## src/rtl/seq_bit_serializer.sv

```systemverilog
// Word-to-bit serializer: small FIFO feeding a two-state shifter.
// Define SEQ_SER_LSB_FIRST_EN to emit bit 0 first (default is MSB first).
module seq_bit_serializer #(
  parameter int WIDTH = 8,
  parameter int DEPTH = 4
) (
  input  logic                       clk,
  input  logic                       reset,
  input  logic [WIDTH-1:0]           in_data,
  input  logic                       in_valid,
  output logic                       in_ready,
  input  logic                       ser_en,
  output logic                       bit_out,
  output logic                       bit_valid,
  output logic                       word_done,
  output logic                       busy,
  output logic [$clog2(DEPTH):0]     fifo_count
);

  localparam int AW = $clog2(DEPTH);
  localparam int CW = AW + 1;
  localparam int BW = $clog2(WIDTH);
  localparam logic [BW-1:0] LAST = BW'(WIDTH - 1);
  localparam logic [CW-1:0] FULL = CW'(DEPTH);

  localparam logic [0:0] IDLE  = 1'b0;
  localparam logic [0:0] SHIFT = 1'b1;

  logic [WIDTH-1:0] mem [DEPTH];
  logic [AW-1:0]    wr_ptr;
  logic [AW-1:0]    rd_ptr;
  logic [CW-1:0]    count;
  logic [0:0]       state;
  logic [WIDTH-1:0] sreg;
  logic [WIDTH-1:0] sreg_next;
  logic [BW-1:0]    bit_cnt;
  logic             push;
  logic             pop;
  logic             last;
  logic             shifting;

  assign in_ready   = count < FULL;
  assign fifo_count = count;
  assign push       = in_valid && in_ready;
  assign shifting   = (state == SHIFT) && ser_en;
  assign last       = shifting && (bit_cnt == LAST);
  assign pop        = (count != '0) &&
                      ((state == IDLE) || last);

  assign bit_valid = (state == SHIFT);
  assign busy      = (state == SHIFT) || (count != '0);

`ifdef SEQ_SER_LSB_FIRST_EN
  assign bit_out   = sreg[0];
  assign sreg_next = sreg >> 1;
`else
  assign bit_out   = sreg[WIDTH-1];
  assign sreg_next = sreg << 1;
`endif

  always_ff @(posedge clk or negedge reset) begin
    if (!reset) begin
      for (int i = 0; i < DEPTH; i++) begin
        mem[i] <= '0;
      end
      wr_ptr <= '0;
      rd_ptr <= '0;
      count  <= '0;
    end else begin
      if (push) begin
        mem[wr_ptr] <= in_data;
        wr_ptr      <= wr_ptr + 1'b1;
      end
      if (pop) begin
        rd_ptr <= rd_ptr + 1'b1;
      end
      if (push && !pop) begin
        count <= count + 1'b1;
      end else if (pop && !push) begin
        count <= count - 1'b1;
      end
    end
  end

  // sreg is cleared on return to IDLE so bit_out reads 0 there
  always_ff @(posedge clk or negedge reset) begin
    if (!reset) begin
      state     <= IDLE;
      sreg      <= '0;
      bit_cnt   <= '0;
      word_done <= 1'b0;
    end else begin
      word_done <= last;
      if (pop) begin
        state   <= SHIFT;
        sreg    <= mem[rd_ptr];
        bit_cnt <= '0;
      end else if (last) begin
        state   <= IDLE;
        sreg    <= '0;
        bit_cnt <= '0;
      end else if (shifting) begin
        sreg    <= sreg_next;
        bit_cnt <= bit_cnt + 1'b1;
      end
    end
  end

endmodule

```

## config.mk

```make
export PLATFORM = sky130hd
export DESIGN_NAME = seq_bit_serializer
export DESIGN_NICKNAME = d
export VERILOG_FILES = /design/src/rtl/seq_bit_serializer.sv
export SDC_FILE = /design/constraint.sdc
export NUM_CORES = 1
export LEC_CHECK = 0
export ABC_AREA = 1
export CAP_MARGIN = 20
export CORE_ASPECT_RATIO = 2
export CORE_UTILIZATION = 58
export CTS_BUF_LIST = sky130_fd_sc_hd__clkbuf_8 sky130_fd_sc_hd__clkbuf_16
export DETAILED_ROUTE_END_ITERATION = 7
export GPL_TIMING_DRIVEN = 0
export PLACE_DENSITY = 0.89
export SLEW_MARGIN = 0
export SYNTH_ARGS = -nofsm -noshare
export SYNTH_HDL_FRONTEND = slang
export SYNTH_SLANG_ARGS = --single-unit
```

## constraint.sdc

```tcl
create_clock -name clk -period 3.28 [get_ports clk]
set_input_delay 0.656 -clock clk [delete_from_list [all_inputs] [get_ports clk]]
set_output_delay 0.656 -clock clk [all_outputs]
set_load 0.02 [all_outputs]
```

# [Yosys cells after proc, flatten, opt, wreduce, memory -nomap -nowiden]
# Index checks and enable logic that the tools add are counted.
# Widths: inputs -> output; s select.
[classes] mux=16 eq_ne=1 n_reduce_logical=15 bitwise=3 n_addsub=5 magnitude_cmp=4
[ops] operator="$mux 8" count=6
[ops] operator="$bwmux 32" count=1
[ops] operator="$bmux 8 s2" count=1
[ops] operator="$demux 8 s2" count=1
[ops] operator="$mux 3" count=5
[ops] operator="$logic_and 1x1->1" count=7
[ops] operator="$add 3x1->3 const B" count=2
[ops] operator="$ge 3x3->1 const B" count=2
[ops] operator="$not 2->3" count=2
[ops] operator="$reduce_bool 3->1" count=2
[ops] operator="$add 2x1->2 const B" count=2
[ops] operator="$reduce_bool 2->1" count=2
[ops] operator="$eq 3x3->1 const B" count=1
[ops] operator="$lt 3x1->1 const B" count=1
[ops] operator="$lt 3x3->1 const B" count=1
[ops] operator="$sub 3x1->3 const B" count=1
[ops] operator="$logic_not 1->1" count=2
[ops] operator="$logic_or 1x1->1" count=2
[ops] operator="$mux 1" count=2
[ops] operator="$not 1->1" count=1
[totals] output_inout_bits=8 elab_cells=55 reg_bits=52

# [Depth between registers and ports, before layout]
# Gate-level depths: netlist of run 1.
[depth] depth_word=7 depth_mapped=12

# [Worst setup path before layout of run 1]
# OpenSTA, ideal clock, no wires.
[synth_timing] path_type="register to register" from="register bit_cnt[0]" to="register count[2], in the netlist fifo_count[2]" path_buffers=1 setup_ns=0.079 arrival_ns=2.268 synth_period_minus_slack_ns=2.347 slack_ns=0.933 stages_incl_launch_ff=13 path_cell_list="dfrtp_1 -> ha_1 -> ha_1 -> nand3_1 -> nand2_1 -> nand2_1 -> buf_2 -> ha_1 -> inv_1 -> fa_1 -> or2_2 -> nand2_1 -> xor2_1"
[synth_between] elab_chain_cells=7
[synth_rtl] item="start: declaration" line_no="36" text="logic [BW-1:0] bit_cnt;"
[synth_rtl] item="start signal: assignment" line_no="104" text="bit_cnt <= bit_cnt + 1'b1;"
[synth_rtl] item="$eq 3x3->1 *" line_no="46" text="assign last = shifting && (bit_cnt == LAST);"
[synth_rtl] item="$logic_and 1x1->1 *" line_no="46"
[synth_rtl] item="$logic_or 1x1->1 *" line_no="48" text="((state == IDLE) || last);"
[synth_rtl] item="$logic_and 1x1->1 *" line_no="47" text="assign pop = (count != '0) &&"
[synth_rtl] item="$logic_not 1->1" line_no="77" text="if (push && !pop) begin"
[synth_rtl] item="$logic_and 1x1->1" line_no="77"
[synth_rtl] item="$mux 3 or $reduce_bool 2->1 (tied branches)"
[synth_rtl] item="end signal: assignment" line_no="78" text="count <= count + 1'b1;"
[synth_rtl] item="end signal: assignment" line_no="80" text="count <= count - 1'b1;"
[synth_rtl] item="end: declaration" line_no="32" text="logic [CW-1:0] count;"
# Every way passes the cells marked *; elsewhere a longest branch is shown, timed or not.
# A chain may end at the register's enable or synchronous reset.

# [Final worst setup path of run 1]
# Ends and elaborated chain as after synthesis.

==> results of run 1 <==
==> worst max-delay path: cells and delay by family, from the launching register on <==
kind	cells	cell delay, ns
XOR/XNOR	1	0.15
adder cells (fa/ha/maj)	4	1.00
buffers and inverters	2	0.30
flip-flops	1	0.40
AND/OR/NAND/NOR	5	0.70
==> cell families after synthesis <==
group,after synthesis,synth area share
and+or+nand+nor,150,0.253
buffers and inverters,54,0.0958
muxes,1,0.00440
AOI/OAI and AO/OA,38,0.0860
adders and majority gates,8,0.0420
DFF,52,0.508
xor gates and xnor gates,3,0.0103
==> layout make-up <==
cell class	instances	area [sq um]	share of cell area
flip-flops and latches	52	1300	0.448
inverters	43	161	0.0555
multi-input cells	200	1010	0.349
plain buffers	11	83.8	0.0288
well taps	52	65.1	0.0224
clock buffers	5	68.8	0.0237
clock inverters	2	8.76	0.00301
repair buffers	20	205	0.0706
==> power breakdown <==
group / switching [uW] / internal [uW]
sequential: 159 / 912
combinational: 658 / 448
clock: 192 / 142
==> metal layers <==
layer  routed length [um]  track usage
met4                   88        0.100
met1                 1880        0.251
met5                    0            0
met2                 2980        0.510
met3                  129       0.0379
==> registers in the layout, indices dropped and copies added, names as in the netlist <==
signal and flops:
bit_valid 1, wr_ptr 2, sreg 8, fifo_count 3
rd_ptr 2, word_done 1, bit_cnt 3, mem 32
==> layout by cell type, fill, tap and decap left out, types with 3 or more instances in the layout <==
cell type	synthesis	routed
inv_1	40	41
a21oi_1	3	3
o21ai_1	24	24
nand3_1	33	33
dfrtp_1	52	52
ha_1	7	7
buf_6	4	4
o21ai_0	3	3
clkbuf_8	0	5
nand2_1	103	103
o21ai_2	8	8
buf_2	4	5
nor2_1	7	7
nand2_4	4	4
clkdlybuf4s50_1	0	18
==> how the worst min path moves through the flow <==
stage	from	to	slack [ns]
final	reset	fifo_count[1]$_DFFE_PN0P_	0.35
after global routing	reset	fifo_count[1]$_DFFE_PN0P_	0.39
after CTS	reset	fifo_count[1]$_DFFE_PN0P_	0.36
after detailed placement	mem[8]$_DFFE_PN0P_	mem[8]$_DFFE_PN0P_	0.47
after global placement	mem[20]$_DFFE_PN0P_	mem[20]$_DFFE_PN0P_	0.47
after floorplan	reset	bit_cnt[0]$_DFFE_PN0P_	0.36
==> through the flow <==
| stage | worst slack, ns | instances |
|---|---|---|
| 5_1_grt | 0.508 | 385 |
| 4_1_cts | 0.625 | 385 |
| 2_1_floorplan | 0.933 | 306 |
| 6_report | 0.657 | 385 |
| 3_3_place_gp | 0.121 | 377 |
| 3_5_place_dp | 0.389 | 378 |
==> results.md, run 1 <==
- Outcome: finished, final reports clean
- Boundary Pins: 20
- Setup Buffers After CTS: 0
- Peak supply drop: between 500 and 600 uV
- Top-count cell post-synth: nand2_1
- CP Capture Type: register
- CTS resizes: 0
- Clock buffer count from CTS: 5
- Slowest CP cell: dfrtp_1
- Relative slew slack: 0.605
- Clock sinks: 52
- Crit path cell chain: ha_1 > ha_1 > nand3_1 > nand2_1 > nand2_1 > buf_2 > ha_1 > inv_1 > fa_1 > or2_2 > nand2_1 > xor2_1
- DR vias: roughly 2000
- Period utilization: 0.800
- Row count: 33
- Final ANT Viol Nets: 0
- Power Total: around 2500 uW
- Pin count of the biggest net entering global routing: 28
- Placed instance area: about 2800 sq um
- Critical path required time: 3.51 ns
- Reg2Reg Launch Point: bit_cnt[0]$_DFFE_PN0P_
- Total negative slack: 0 ns
- Antenna violations before repair: 0
- Seq cells post-synth: 52
- Area of the core: around 4200 sq um
- Max-capacitance violation count: 0
- Slew @ Worst Pin: between 0.5 and 0.6 ns
- Fmax: about 0.38 GHz
- H-Tree Depth: 2
- Clock latency on the worst-skew pair: 0.30 ns
- # setup viols final: 0
- WL final: approximately 5.1 mm
- Die Area: approximately 4700 sq um
- GRT Util Overall: 0.253
- Die W: around 49 um
- CTS tree: done
- Cell variety after synth: 24
- Syn nets: 326
- Async SR Flop Fraction: 1.00
- Average cell area after synthesis: ~8.4 sq um
- CTS max path bufs: 2
- First-pass GRT wire length: about 8.9 mm
- Synth Flop Type: dfrtp_1
- Detailed placement HPWL: roughly 3.8 mm
- Root Buffer: clkbuf_8
- Crit Path Max Fanout: 10
- Synthesized area: 2560 sq um
- Sequential area share after synthesis: 0.508
- Share of cells above drive strength 1: 0.105
- Cells after synthesis: 306
- Final Max Tran Viols: 0
- Hold Crit Class: in2async
- Min Tclk post-route: around 2.6 ns
- Worst path max stage delay: approximately 0.40 ns
- R2r endpoint: fifo_count[2]$_DFFE_PN0P_
- Final GP Congestion: about 0.88
- Final nets: 353
- Design area: ~2900 sq um
- Startpoint Class: register
- Worst Path Arrival: around 2.9 ns
- Grt ovf: 0
- End point of the critical path: fifo_count[2]$_DFFE_PN0P_
- Crit path from: bit_cnt[0]$_DFFE_PN0P_
- Hold Fails Final Rpt: 0
- 1st-pass router iterations: 4
- Min Hold Slack: between 0.3 and 0.4 ns
- CP Class: reg2reg
- Clk_skew: around 0.0080 ns
- Area grow syn2layout: 13.6%
- Die H: between 90 and 100 um
- RSZ-0062 raised after global routing: false
- Pwr Density: roughly 860 nW/um^2
- Final Core Density: 0.697
- Synth warn: 0
- Cts hold-fix bufs: 0
- Setup slack, reg-to-reg: 0.66 ns
- Filler cells: 313
- Area contributors post-synth: dfrtp_1 51%, nand2_1 15%, nand3_1 6.5%
- Number of port buffers: 19
- Post-synth EDFFs: 0
- Cell taking the most area after synthesis: dfrtp_1
- Leakage: about 0.0016 uW
- DRC Markers: 0
- Top-area cell type share of the netlist area: 0.508
- Worst-path clk slew: roughly 0.09 ns
- Antenna Cells: 0
- Wirelength per Cell: 13.2 um
- Vias in the first global route: about 2000
- Worst r2r path cells: 12
- Via density: 5.20
- DRT iter0 DRCs: between 90 and 100
- Starting Density: 0.614
- Synth cell count leaders: 103 x nand2_1, 52 x dfrtp_1, 40 x inv_1
No activity file was read; power rests on OpenSTA's default activity.
==> inputs of run 2 (changes only) <==
- CORE_UTILIZATION: 58 -> 52
- PLACE_DENSITY: 0.89 -> 0.85
- clock period: 3.28 -> 2.2 ns (I/O delays scaled with it)
==> results.md, run 2 (synthesis results as in run 1) <==
- Outcome: finished, final reports clean (unchanged)
- Startpoint Class: register (unchanged)
- DR vias: 2010 (was 2001)
- Clock share of power: 0.170 (was 0.133)
- CP Class: reg2reg (unchanged)
- Worst r2r path cells: 12 (unchanged)
- Area grow syn2layout: 20.0% (was 13.6%)
- # setup viols final: 0 (unchanged)
- Clk_skew: 0.00613 ns (was 0.00796 ns)
- Worst-path clk slew: 0.09 ns (about the same)
- Slew @ Worst Pin: 0.707 ns (was 0.593 ns)
- Largest Register: mem (unchanged)
- Antenna Cells: 0 (unchanged)
- Row count: 35 (was 33)
- Most frequent cells in the layout: 100 x nand2_1, 52 x dfrtp_1, 39 x inv_1 (was 103 x nand2_1, 52 x dfrtp_1, 41 x inv_1)
- Int Pwr: 2480 uW (was 1500 uW)
- Pin count of the biggest net entering global routing: 31 (was 28)
- Min Tclk post-route: 2.13 ns (was 2.62 ns)
- Die Area: 5220 sq um (was 4700 sq um)
- Comb pwr share: 0.434 (was 0.440)
- Largest regs: mem: 32 flops, sreg: 8 flops (unchanged)
- Antenna violations before repair: 0 (unchanged)
- 1st-pass router iterations: 4 (unchanged)
- Design area: 3070 sq um (was 2910 sq um)
- Hold Fails Final Rpt: 0 (unchanged)
- Wirelength per Cell: 13.6 um (was 13.2 um)
- Sw Ratio: 0.389 (was 0.402)
- Area of the core: 4690 sq um (was 4170 sq um)
- DRC Markers: 0 (unchanged)
- RSZ-0062 raised after global routing: true (was false)
- Final Core Density: 0.656 (was 0.697)
- Clock latency on the worst-skew pair: 0.31 ns (was 0.30 ns)
- Vias in the first global route: 2002 (was 2021)
- First-pass GRT wire length: 9.32 mm (was 8.86 mm)
- Fmax: 0.470 GHz (was 0.381 GHz)
- Via density: 5.08 (was 5.20)
- Grt ovf: 0 (unchanged)
- Critical path required time: 2.44 ns (was 3.51 ns)
- P_sw: 1580 uW (was 1010 uW)
- Crit Path Max Fanout: 3 (was 10)
- Placed instance area: 2860 sq um (was 2830 sq um)
- Post-Place Setup Slack: -0.291 ns (was 0.389 ns)
- Clock buffer count from CTS: 5 (unchanged)
- Peak supply drop: 818 uV (was 538 uV)
- H-Tree Depth: 2 (unchanged)
- DRT iter0 DRCs: 82 (was 92)
- GRT Util Overall: 0.247 (was 0.253)
- Reg power frac: 0.397 (was 0.427)
- Worst Path Arrival: 2.37 ns (was 2.85 ns)
- Share of cells above drive strength 1: 0.158 (was 0.105)
- Die W: 51.6 um (was 49.0 um)
- Total negative slack: 0 ns (unchanged)
- Root Buffer: clkbuf_8 (unchanged)
- CTS tree: done (unchanged)
- Pwr Density: 1320 nW/um^2 (was 864 nW/um^2)
- Period utilization: 0.967 (was 0.800)
- WL final: 5.40 mm (was 5.08 mm)
- Detailed placement HPWL: 3.88 mm (was 3.84 mm)
- Power Total: 4060 uW (was 2510 uW)
- Boundary Pins: 20 (unchanged)
- Final ANT Viol Nets: 0 (unchanged)
- Setup slack, reg-to-reg: 0.07 ns (was 0.66 ns)
- Max-capacitance violation count: 0 (unchanged)
- Most common cell after layout, fill and taps aside: nand2_1 (unchanged)
- Filler cells: 394 (was 313)
- CP Capture Type: register (unchanged)
- Final nets: 360 (was 353)
- Number of port buffers: 19 (unchanged)
- Clock sinks: 52 (unchanged)
- Relative slew slack: 0.529 (was 0.605)
- Starting Density: 0.546 (was 0.614)
- PnR worst setup slack: 0.0724 ns (was 0.657 ns)
- Final GP Congestion: 0.831 (was 0.878)
- Largest register FFs: 32 (unchanged)
- CTS max path bufs: 2 (unchanged)
- Leakage: 0.00161 uW (was 0.00156 uW)
- Hold Crit Class: in2async (unchanged)
- Final Max Tran Viols: 0 (unchanged)
- Die H: 101 um (was 96.0 um)
==> run 2: cell count changes in the layout (fill, tap and decap cells not counted), sizes merged <==
cell / delta
buf: +7
clkbuf: +1
dlymetal6s2s: +1
inv: -1
bufinv: +1
clkdlybuf4s50: -1
==> run 2: final cells by class <==
type	instances	area [sq um]	share of cell area
Buffer	11	90.1	0.0293
Clock buffer	6	82.6	0.0269
Clock inverter	2	38.8	0.0126
Inverter	43	161	0.0525
Multi-Input combinational cell	200	1060	0.346
Sequential cell	52	1300	0.423
Tap cell	55	68.8	0.0224
Timing Repair Buffer	27	268	0.0871
==> run 2: final timing paths <==
kind,end,start
worst min register to register,mem[20]$_DFFE_PN0P_,mem[20]$_DFFE_PN0P_
worst max-delay path,fifo_count[2]$_DFFE_PN0P_,bit_cnt[0]$_DFFE_PN0P_
worst min-delay path,mem[1]$_DFFE_PN0P_,reset
min in group clk,mem[20]$_DFFE_PN0P_,mem[20]$_DFFE_PN0P_
max in group asynchronous,bit_cnt[0]$_DFFE_PN0P_,reset
worst max register to register,fifo_count[2]$_DFFE_PN0P_,bit_cnt[0]$_DFFE_PN0P_
==> run 2: power by group through the flow <==
stage	combinational, uW	clock, uW	sequential, uW
floorplan	1190	0	1610
global placement	1580	0	1600
detailed placement	1650	0	1620
CTS	1700	704	1600
global route	1980	750	1660
finish	1760	689	1610
==> run 2: repair_timing <==
action / 4_1_cts / 5_1_grt
endpoints found under the hold margin: 0 / 0
setup endpoints to repair: 2 / 3
gates resized for setup: 5 / 5
pin swaps: 2 / 4
hold buffers: 0 / 0
setup buffers: 4 / 3
==> run 2: stage by stage <==
step                      std cells  hold slack (ns)
after detailed placement        381            0.471
after floorplan                 306            0.144
after global placement          380            0.466
after global routing            396            0.192
after CTS                       393            0.172
final                           396            0.164
==> run 2: layer usage <==
layer,vias to the layer above,routed length [um],global-route usage
met5,-,0,0
met4,0,172,0.129
met3,11,137,0.0435
met2,38,2940,0.439
met1,944,2150,0.270
li1,1017,-,-
==> run 2: worst max-delay path, cell delays in order (launching register included) <==
cell and delay [ns]:
dfrtp_1 0.40, ha_2 0.21, ha_4 0.16, nand3_2 0.08, nand2_2 0.06, nand2_2 0.08
buf_6 0.11, ha_4 0.11, inv_2 0.05, fa_2 0.37, or2_4 0.24, nand2_2 0.07
xor2_1 0.12
